**src/rtl/ram_arbiter.sv**
```systemverilog
// ram_arbiter: two-client round-robin arbiter that serialises read/write
// commands onto one single-port RAM and returns read data to the owner.
// A watchdog bounds the time spent waiting for the RAM's read-valid.
module ram_arbiter #(
    parameter int DATA_WIDTH = 8,
    parameter int ADDR_WIDTH = 4,
    parameter int TIMEOUT    = 8
) (
    input  logic                  clk,
    input  logic                  rstn,
    input  logic                  r0_req,
    input  logic                  r0_wr_rd,
    input  logic [ADDR_WIDTH-1:0] r0_addr,
    input  logic [DATA_WIDTH-1:0] r0_wdata,
    output logic                  r0_gnt,
    output logic                  r0_rvalid,
    output logic                  r0_rerr,
    output logic [DATA_WIDTH-1:0] r0_rdata,
    input  logic                  r1_req,
    input  logic                  r1_wr_rd,
    input  logic [ADDR_WIDTH-1:0] r1_addr,
    input  logic [DATA_WIDTH-1:0] r1_wdata,
    output logic                  r1_gnt,
    output logic                  r1_rvalid,
    output logic                  r1_rerr,
    output logic [DATA_WIDTH-1:0] r1_rdata,
    output logic                  ram_en,
    output logic [ADDR_WIDTH-1:0] ram_addr,
    output logic                  ram_wr_rd,
    output logic [DATA_WIDTH-1:0] ram_data_in,
    input  logic [DATA_WIDTH-1:0] ram_data_out,
    input  logic                  ram_out_en,
    output logic                  busy
);

    localparam int CW = $clog2(TIMEOUT);
    localparam logic [CW-1:0] CNT_LAST = CW'(TIMEOUT - 1);

    typedef enum logic [1:0] {IDLE, WR, RD} state_t;

    state_t                state_q;
    logic                  ptr_q;      // client that wins a tie
    logic                  owner_q;    // client owning the in-flight command
    logic [CW-1:0]         cnt_q;
    logic                  gnt0_q, gnt1_q, rv0_q, rv1_q, re0_q, re1_q;
    logic [DATA_WIDTH-1:0] rdata0_q, rdata1_q;
    logic                  en_q, wr_q, busy_q;
    logic [ADDR_WIDTH-1:0] addr_q;
    logic [DATA_WIDTH-1:0] din_q;

    // Winner selection from the live requests; only consumed in IDLE.
    logic win_vld_d, win_d;
    always_comb begin
        win_vld_d = r0_req | r1_req;
        win_d     = (r0_req && r1_req) ? ptr_q : r1_req;
    end

    // Sequencer FSM: grant in IDLE, one-cycle write, or read with watchdog.
    always_ff @(posedge clk or negedge rstn) begin
        if (!rstn) begin
            state_q  <= IDLE;
            ptr_q    <= 1'b0;
            owner_q  <= 1'b0;
            cnt_q    <= '0;
            gnt0_q   <= 1'b0;
            gnt1_q   <= 1'b0;
            rv0_q    <= 1'b0;
            rv1_q    <= 1'b0;
            re0_q    <= 1'b0;
            re1_q    <= 1'b0;
            rdata0_q <= '0;
            rdata1_q <= '0;
            en_q     <= 1'b0;
            wr_q     <= 1'b0;
            addr_q   <= '0;
            din_q    <= '0;
            busy_q   <= 1'b0;
        end else begin
            // Status outputs are single-cycle pulses.
            gnt0_q <= 1'b0;
            gnt1_q <= 1'b0;
            rv0_q  <= 1'b0;
            rv1_q  <= 1'b0;
            re0_q  <= 1'b0;
            re1_q  <= 1'b0;
            case (state_q)
                IDLE: begin
                    if (win_vld_d) begin
                        en_q    <= 1'b1;
                        addr_q  <= win_d ? r1_addr  : r0_addr;
                        wr_q    <= win_d ? r1_wr_rd : r0_wr_rd;
                        din_q   <= win_d ? r1_wdata : r0_wdata;
                        gnt0_q  <= ~win_d;
                        gnt1_q  <= win_d;
                        ptr_q   <= ~win_d;
                        owner_q <= win_d;
                        busy_q  <= 1'b1;
                        state_q <= (win_d ? r1_wr_rd : r0_wr_rd) ? WR : RD;
                    end else begin
                        en_q <= 1'b0;
                    end
                end
                WR: begin
                    en_q    <= 1'b0;
                    busy_q  <= 1'b0;
                    state_q <= IDLE;
                end
                RD: begin
                    // Data beats the watchdog when both land on the same edge.
                    if (ram_out_en) begin
                        if (owner_q) begin
                            rdata1_q <= ram_data_out;
                            rv1_q    <= 1'b1;
                        end else begin
                            rdata0_q <= ram_data_out;
                            rv0_q    <= 1'b1;
                        end
                        en_q    <= 1'b0;
                        cnt_q   <= '0;
                        busy_q  <= 1'b0;
                        state_q <= IDLE;
                    end else if (cnt_q == CNT_LAST) begin
                        if (owner_q) begin
                            rdata1_q <= '0;
                            re1_q    <= 1'b1;
                        end else begin
                            rdata0_q <= '0;
                            re0_q    <= 1'b1;
                        end
                        en_q    <= 1'b0;
                        cnt_q   <= '0;
                        busy_q  <= 1'b0;
                        state_q <= IDLE;
                    end else begin
                        cnt_q <= cnt_q + 1'b1;
                    end
                end
                default: begin
                    en_q    <= 1'b0;
                    busy_q  <= 1'b0;
                    state_q <= IDLE;
                end
            endcase
        end
    end

    assign r0_gnt      = gnt0_q;
    assign r1_gnt      = gnt1_q;
    assign r0_rvalid   = rv0_q;
    assign r1_rvalid   = rv1_q;
    assign r0_rerr     = re0_q;
    assign r1_rerr     = re1_q;
    assign r0_rdata    = rdata0_q;
    assign r1_rdata    = rdata1_q;
    assign ram_en      = en_q;
    assign ram_addr    = addr_q;
    assign ram_wr_rd   = wr_q;
    assign ram_data_in = din_q;
    assign busy        = busy_q;

endmodule

```
**config.mk**
```make
export PLATFORM = sky130hd
export DESIGN_NAME = ram_arbiter
export DESIGN_NICKNAME = d
export VERILOG_FILES = /design/src/rtl/ram_arbiter.sv
export SDC_FILE = /design/constraint.sdc
export NUM_CORES = 1
export LEC_CHECK = 0
export BUFFER_PORTS_ARGS = -buffer_cell sky130_fd_sc_hd__buf_2
export CAP_MARGIN = 10
export CORE_ASPECT_RATIO = 0.9
export CORE_MARGIN = 8
export CORE_UTILIZATION = 51
export DETAILED_ROUTE_END_ITERATION = 12
export GPL_TIMING_DRIVEN = 0
export PLACE_DENSITY = 0.84
export SYNTH_ARGS = -nofsm -noshare
export SYNTH_HDL_FRONTEND = slang
export SYNTH_SLANG_ARGS = --single-unit
```
**constraint.sdc**
```tcl
create_clock -name clk -period 3.1 [get_ports clk]
set_input_delay 0.31 -clock clk [delete_from_list [all_inputs] [get_ports clk]]
set_output_delay 0.31 -clock clk [all_outputs]
set_load 0.01 [all_outputs]
```
==> flow_summary.toml, run 1 <==
[final_layout]
final_common_cell = "buf_2"
final.fill_count = 268
nNetsFinal = 285
drive_above_1_share = 0.377
final_cell_mix = "buf_2, dfrtp_1, a21oi_1, a22o_1, a31oi_1"
syn_to_final_growth_pct = 28.7
antenna_cells = 0
final_cells = 288

[grt]
track_usage = 0.170
grt_start_max_net_pins = 45
grt_pass1_wl_mm = 7.89
overflow = 0
grt_antenna_before_repair = 0
grt_pass1_vias = 1721

[floorplan]
top_level_ports = 76
core-area_um2 = 3430
dieArea_um2 = 5830
start_util = 0.541
die_w_um = 79.6
fp-row-count = 20
die_y_um = 73.2

[power]
p_sw_mw = 0.833
power_density_nw_per_um2 = 965
pwr-share-seq = 0.416
p_int_mw = 1.47
leakage_nw = 1.23
combinationalPowerShare = 0.397
swShare = 0.361
pwr-share-clk = 0.187
ir_drop_mv = 0.452

[job]
cap_viol_max_count = 0

[synthesis]
yosys-top-cells-area = "dfrtp_1, a22o_1, a31oi_1"
muxShareOfSynthArea = 0.00607
synth_top_area_frac = 0.593
synth-simple-area-share = 0.114
ys_seq_area_frac = 0.593
yosys_warnings = 0
synth_compound_area_frac = 0.218
synth.avg_cell_area_um2 = 11.5
synthXorXnorAreaFrac = 0
synth-seq-cells = 44
synth_top_family_by_area = "compound AO/OA/AOI/OAI gates"
synth_nets = 204
syn-instance-count = 162
synthAdderAreaFrac = 0.0202
synth.largest_area_cell = "dfrtp_1"
synth_area_um2 = 1860
synth_cell_types = 29

[clock_network]
clkTransAtPathRegs_ns = 0.08
cts_made_buffers = 5
holdBufCountCts = 0
ctsLongestPathBuffers = 2
ctsHtreeMaxLevel = 2
post_cts_buffers = 0
cts_root_buf = "clkbuf_8"
clock_sinks = 44
clock_latency_ns = 0.29
tritoncts = "done"
post_cts_resized = 0

[worst_setup_path]
cp_data_arrival_time_ns = 1.78
path_max_fanout = 10
startpoint_type = "register"
critical_path_class = "register to register"
cp_slowest_cell = "clkbuf_1"
worstPathCellList = "nor2_2 > clkbuf_1 > a21oi_1 > a31oi_1"
critPathCaptureType = "register"
worst-endpoint-required_ns = 3.31
cpPeakStageDelay_ns = 0.44

[timing]
drv_slew = 0
rsz0062_at_grt = "false"
finalHoldViolCount = 0
worst_slew_pin_slew_ns = 0.958
slew_headroom = 0.361
min_period_ns = 1.57
period_share = 0.506
finClkSkew_ns = 0.00434
setup_viol = 0
fmax_mhz = 638
tns_ns = 0

[drt]
first_iter_violations = 127
via_per_inst = 5.63
vias = 1620
remaining_drc_errors = 0
avgRoutedWirePerCell_um = 16.6
firstDrtPassIters = 4
ant_nets = 0
wl_mm = 4.77

[place]
dp_hpwl_mm = 3.50
gp_congestion = 0.759
dpl.cell_count = 280
portBuffers = 74

[worst_hold_path]
hold_class = "primary input to async pin"

[status]
status = "finished, final reports clean"
cell families (layout without fill, tap and decap cells):
logic type	after synthesis	count (layout)
simple gates	36	36
buf+inv	15	97
compound gates	63	63
mux	1	1
flops	44	44
fa+ha+maj	3	3
cells in the mapped netlist (all sizes together):
library cell and number:
a21o 2, or3 1, mux2 1, a21oi 16, o21ai 13, nor2 2, nand3 13, ha 3
a31o 1, a31oi 14, nand3b 3, clkbuf 8, and2 1, inv 1, nor3 1, o22a 1
nor4b 1, and4b 1, nor3b 1, and3 2, dfrtp 44, nand2 5, or2 1, buf 6
nor2b 2, nand2b 2, a22o 16
final timing paths:
path / to / slack [ns] / cells past startpoint / start
setup / recovery: ram_data_in[3] / 1.53 / 4 / state_q[1]
hold / removal: cnt_q[2] / 0.17 / 1 / rstn
setup reg to reg: ram_data_in[3] / 1.53 / 4 / state_q[1]
hold reg to reg: ram_en / 0.49 / 1 / ram_en
max in group asynchronous: cnt_q[1] / 2.34 / 1 / rstn
min in group clk: r0_rdata[1] / 0.26 / 2 / ram_data_out[1]
power groups by stage:
| stage | clock network, mW | registers (mW) | logic, mW |
|---|---|---|---|
| 2_1_floorplan | 0 | 1.05 | 0.454 |
| 3_3_place_gp | 0 | 0.957 | 0.903 |
| 3_5_place_dp | 0 | 0.965 | 0.927 |
| 4_1_cts | 0.436 | 0.958 | 0.929 |
| 5_1_grt | 0.463 | 0.986 | 1.01 |
| 6_report | 0.430 | 0.960 | 0.915 |
through the flow:
stage               area [um2]   util  hold WS [ns]  power (mW)  setup WS, ns
finish                    2390  0.697         0.166        2.31          1.53
global route              2390  0.697         0.241        2.46          1.41
floorplan                 1860      -        0.0144        1.51          1.66
global placement          2280  0.665         0.457        1.86          1.58
detailed placement        2280  0.665         0.478        1.89          1.54
CTS                       2390  0.697         0.188        2.32          1.53
flip-flops by register name, summed over array words and instances (netlist names), 2 cells and up:
signal and count:
r0_rdata 8, r1_rdata 8, ram_data_in 8, ram_addr 4
cnt_q 3, state_q 2
final cells by class:
class                           count  area, um2  share of cell area
Timing Repair Buffer               74        370               0.155
Inverter                            1       3.75             0.00157
Buffer                             14       85.1              0.0356
Clock inverter                      2       35.0              0.0147
Sequential cell                    44       1100               0.461
Tap cell                           44       55.1              0.0230
Clock buffer                        6       72.6              0.0304
Multi-Input combinational cell    103        666               0.279
critical path: cells and delay by family (launching register included):
family                 cells  cell delay (ns)
AOI/OAI and AO/OA          2             0.29
buffers and inverters      1             0.44
DFF                        1             0.40
and+or+nand+nor            1             0.35
per-layer routing:
layer	wire [um]	vias up	global-route usage	part of all wire
met1	2110	762	0.210	0.44
met3	526	4	0.0739	0.11
li1	-	768	-	-
met4	35	0	0.0554	0.0073
met2	2100	86	0.257	0.44
met5	0	-	0	0
Note: power is estimated with default switching activity, not from simulation.
==> run 2, diff against run 1 <==
- ABC_AREA: default -> 1
- CORE_UTILIZATION: 51 -> 48
- PLACE_DENSITY: 0.84 -> 0.79
- clock period: 3.1 -> 1.6 ns (I/O delays scaled with it)
==> run 2 against run 1 <==
Effect of this change:
- maximum frequency increased by 6.7%
- clock-buffer cell count up 1
- power is 96% higher
- worst setup slack worse by 1.4 ns
- largest power group unchanged
==> flow_summary.toml, run 2 <==
[worst_setup_path]
cpPeakStageDelay_ns = 0.40
critical_path_class = "register to register"
worstPathCellList = "ha_1 > ha_1 > inv_1 > nand2_1 > nand3_1 > nand2_1 > o21ai_0"
critPathCaptureType = "register"
path_max_fanout = 8
cp_data_arrival_time_ns = 1.67
critPathBufInv = 1
reg2reg_slack_ns = 0.13
crit_family = "adder cells"
worst-endpoint-required_ns = 1.80
startpoint_type = "register"
cp_slowest_cell = "dfrtp_1"

[place]
gp_congestion = 0.772
portBuffers = 74
pre_cts_ws_ns = 0.119
dpl.cell_count = 358
place_area_um2 = 2420
dp_hpwl_mm = 3.45

[drt]
remaining_drc_errors = 0
ant_nets = 0
first_iter_violations = 62
firstDrtPassIters = 4
via_per_inst = 4.69
avgRoutedWirePerCell_um = 12.3
vias = 1718
wl_mm = 4.50

[synthesis]
yosys_warnings = 0
synth.avg_cell_area_um2 = 8.41
ys.flop_type = "dfrtp_1"
ys_seq_area_frac = 0.555
synth_nets = 278
synth.largest_area_cell = "dfrtp_1"
synthTopCellsByCount = "nand2_1, dfrtp_1, inv_1, nand3_1, o21ai_0"
syn-instance-count = 236
synth.most_common_cell = "nand2_1"
synth_cell_types = 17
synth_area_um2 = 1990
synth_edf_count = 0
ys_async_sr_fraction = 1.00
synth-seq-cells = 44
yosys-top-cells-area = "dfrtp_1, nand2_1, inv_1"
synth_top_area_frac = 0.555

[grt]
overflow = 0
use_met1 = 0.181
grt_pass1_wl_mm = 7.91
grt_pass1_vias = 1757
track_usage = 0.145
grt_start_max_net_pins = 45
met3_usage = 0.0739
busiest_layer = "met2"
grtUsageMet2 = 0.215
grt_antenna_before_repair = 0

[final_layout]
final_cell_mix = "buf_2, nand2_1, inv_1, dfrtp_1, nand3_1"
final_design_area_no_fill_um2 = 2550
antenna_cells = 0
final_common_cell = "buf_2"
final_cells = 366
syn_to_final_growth_pct = 28.3
nNetsFinal = 359
drive_above_1_share = 0.305
fin_util = 0.634

[clock_network]
cts_made_buffers = 5
cts_root_buf = "clkbuf_8"
tritoncts = "done"
post_cts_buffers = 0
ctsHtreeMaxLevel = 2
clock_sinks = 44
ctsLongestPathBuffers = 2
clkTransAtPathRegs_ns = 0.08
clock_latency_ns = 0.28

[timing]
slew_headroom = 0.370
fmax_mhz = 680
worst_slew_pin_slew_ns = 0.944
tns_ns = 0
drv_slew = 0
min_period_ns = 1.47
finalWorstSetupSlack_ns = 0.129
setup_viol = 0
period_share = 0.919
rsz0062_at_grt = "false"
finClkSkew_ns = 0.00448
hold_ws_ns = 0.0202
finalHoldViolCount = 0

[power]
swShare = 0.372
pwr-share-clk = 0.200
leakage_nw = 1.55
power_density_nw_per_um2 = 1770
p_int_mw = 2.84
combinationalPowerShare = 0.389
total_power_mw = 4.52
pwr-share-seq = 0.411
ir_drop_mv = 0.877
p_sw_mw = 1.68

[floorplan]
start_util = 0.494
fp-row-count = 22
die_y_um = 77.0
dieArea_um2 = 6450
die_w_um = 83.8
top_level_ports = 76
core-area_um2 = 4020

[worst_hold_path]
hold_class = "primary input to async pin"

[status]
status = "finished, final reports clean"

[job]
cap_viol_max_count = 0
==> run 2: changes by cell type after synthesis, moves of 14 or more <==
cell | previous run | this run
inv_1 | 1 | 44
nand2_1 | 5 | 71
a22o_1 | 16 | 0
a31oi_1 | 14 | 0
nand3_1 | 13 | 33
a21oi_1 | 16 | 0
==> run 2: timing repair <==
item                       CTS  global route
hold buffers                 0             0
hold endpoints to repair     0             0
gates resized for setup      0             1
setup endpoints to repair    0             5
==> run 2: area by class of cell <==
class                      count  area (um2)
sequential                    44        1100
multi-input combinational    140         667
clock inverter                 1        30.0
tap                           48        60.1
inverter                      46         175
timing repair buffer          74         370
clock buffer                   7        96.3
fill                         382        1470
buffer                         6        47.5
==> run 2: power groups by stage <==
| stage | sequential [mW] | clock [mW] | combinational (mW) |
|---|---|---|---|
| 2_1_floorplan | 2.05 | 0 | 0.888 |
| 3_3_place_gp | 1.86 | 0 | 1.75 |
| 3_5_place_dp | 1.87 | 0 | 1.79 |
| 4_1_cts | 1.86 | 0.926 | 1.79 |
| 5_1_grt | 1.92 | 0.980 | 2.01 |
| 6_report | 1.86 | 0.903 | 1.76 |
==> run 2: kinds of logic after synthesis <==
logic type / synth area share
AO/OA/AOI/OAI: 0.0504
adder cells (fa/ha/maj): 0.0189
buffers and inverters: 0.112
flip-flops: 0.555
AND/OR/NAND/NOR: 0.264
==> run 2: worst reg2reg max path: cells and delay by family, from the launching register on <==
kind / cells / cell delay (ns)
fa+ha+maj: 2 / 0.42
flops: 1 / 0.40
simple gates: 3 / 0.43
buf+inv: 1 / 0.05
compound gates: 1 / 0.09
==> run 2: path summary, 6_finish.rpt <==
kind	from	to	depth (start not counted)
max	cnt_q[0]	r1_rdata[7]	7
min	rstn	r1_rvalid	1
max reg2reg	cnt_q[0]	r1_rdata[7]	7
min reg2reg	ram_addr[0]	ram_addr[0]	2
max in group asynchronous	rstn	ram_data_in[7]	1
min in group clk	ram_out_en	r0_rerr	2
==> run 2: layer usage <==
metal / vias up / wire length [um] / part of all wire
met2: 72 / 1820 / 0.40
met5: - / 0 / 0
met3: 2 / 456 / 0.10
met4: 0 / 25 / 0.0056
met1: 755 / 2200 / 0.49
li1: 889 / - / -
==> run 3, diff against run 2 <==
--- a/config.mk
+++ b/config.mk
@@ -10,5 +10,7 @@
 export CAP_MARGIN = 10
+export CELL_PAD_IN_SITES_DETAIL_PLACEMENT = 1
+export CELL_PAD_IN_SITES_GLOBAL_PLACEMENT = 2
 export CORE_ASPECT_RATIO = 0.9
 export CORE_MARGIN = 8
-export CORE_UTILIZATION = 48
+export CORE_UTILIZATION = 27
 export DETAILED_ROUTE_END_ITERATION = 12
--- a/constraint.sdc
+++ b/constraint.sdc
@@ -3,2 +3,2 @@
 set_output_delay 0.16 -clock clk [all_outputs]
-set_load 0.01 [all_outputs]
+set_load 0.005 [all_outputs]
==> run 3 against run 2 <==
Effect of this change:
- via count rose by 2.0%
- clock skew increased by 0.0021 ns
- power decreased by 2.2%
- hold slack got worse by 0.0011 ns
- critical endpoint is now r0_rdata[2]
- largest cell class unchanged
- largest power group unchanged
- highest routed layer unchanged
==> flow_summary.toml, run 3 (same netlist as run 2, synthesis figures left out) <==
[status]
status = "finished, final reports clean"

[place]
portBuffers = 74
dpl.cell_count = 403
pre_cts_ws_ns = 0.0626
place_area_um2 = 2470
gp_congestion = 0.705
dp_hpwl_mm = 4.27

[power]
ir_drop_mv = 0.448
p_sw_mw = 1.62
p_int_mw = 2.79
pwr-share-seq = 0.426
power_density_nw_per_um2 = 1700
combinationalPowerShare = 0.374
total_power_mw = 4.42
leakage_nw = 1.55
pwr-share-clk = 0.200
swShare = 0.368

[final_layout]
fin_util = 0.368
final_cell_mix = "buf_2, nand2_1, inv_1, dfrtp_1, nand3_1"
final_design_area_no_fill_um2 = 2600
final_common_cell = "buf_2"
antenna_cells = 0
final_cells = 411
drive_above_1_share = 0.308
nNetsFinal = 359
syn_to_final_growth_pct = 31.1

[timing]
finClkSkew_ns = 0.00659
slew_headroom = 0.349
rsz0062_at_grt = "false"
finalHoldViolCount = 0
drv_slew = 0
finalWorstSetupSlack_ns = 0.179
period_share = 0.888
setup_viol = 0
tns_ns = 0
min_period_ns = 1.42
hold_ws_ns = 0.0191
worst_slew_pin_slew_ns = 0.976
fmax_mhz = 704

[clock_network]
clkTransAtPathRegs_ns = 0.08
cts_made_buffers = 5
clock_sinks = 44
tritoncts = "done"
cts_root_buf = "clkbuf_8"
ctsLongestPathBuffers = 2
ctsHtreeMaxLevel = 2
post_cts_buffers = 0
clock_latency_ns = 0.29

[drt]
first_iter_violations = 39
wl_mm = 5.57
avgRoutedWirePerCell_um = 13.5
vias = 1752
firstDrtPassIters = 4
via_per_inst = 4.26
ant_nets = 0
remaining_drc_errors = 0

[grt]
overflow = 0
grt_pass1_wl_mm = 9.39
grt_antenna_before_repair = 0
grt_start_max_net_pins = 45
track_usage = 0.110
grt_pass1_vias = 1919

[worst_hold_path]
hold_class = "primary input to async pin"

[floorplan]
start_util = 0.281
dieArea_um2 = 10400
die_y_um = 97.4
core-area_um2 = 7080
die_w_um = 106
fp-row-count = 29
top_level_ports = 76

[worst_setup_path]
worst-endpoint-required_ns = 1.77
startpoint_type = "register"
cp_data_arrival_time_ns = 1.59
critPathCaptureType = "register"
path_max_fanout = 8
reg2reg_slack_ns = 0.18
critical_path_class = "register to register"

[job]
cap_viol_max_count = 0
## run 3: cell count changes in the layout (fill, tap and decap cells not counted), sizes merged
cell    delta
clkbuf     -1
clkinv     +1
## run 3: critical path: stages, from the launching register on
cell and delay [ns]:
dfrtp_1 0.39, ha_1 0.19, ha_1 0.18, inv_1 0.04, nand2_1 0.10, nand3_2 0.20, nand2_1 0.11, o21ai_0 0.08
## run 3: power by group through the flow
stage | logic, mW | registers [mW] | clock network [mW]
2_1_floorplan | 0.889 | 1.90 | 0
3_3_place_gp | 1.66 | 1.88 | 0
3_5_place_dp | 1.70 | 1.90 | 0
4_1_cts | 1.70 | 1.88 | 0.926
5_1_grt | 1.91 | 1.94 | 0.967
6_report | 1.65 | 1.88 | 0.885
## run 3: layout make-up
cell class                 count  area (um2)
tap                           93         116
clock inverter                 2        38.8
clock buffer                   6        82.6
fill                         895        4470
inverter                      46         175
multi-input combinational    140         672
sequential                    44        1100
timing repair buffer          74         370
buffer                         6        47.5
## run 3: what timing repair did
action                                  CTS  global route
gates resized for setup                   0             2
endpoints found under the setup margin    0            16
endpoints found under the hold margin     0             0
hold buffers                              0             0
## run 3: worst paths after layout
check | from | end | cells after the start
setup / recovery | cnt_q[0] | r0_rdata[2] | 7
hold reg to reg | busy | busy | 2
min in group clk | ram_out_en | r0_rerr | 2
setup reg to reg | cnt_q[0] | r0_rdata[2] | 7
max in group asynchronous | rstn | ram_addr[2] | 1
hold / removal | rstn | r0_rerr | 1
## run 3: per-layer routing
layer | global-route usage | routed length [um]
met5 | 0 | 0
met4 | 0.0324 | 53
met3 | 0.0385 | 486
met2 | 0.160 | 2230
met1 | 0.149 | 2800
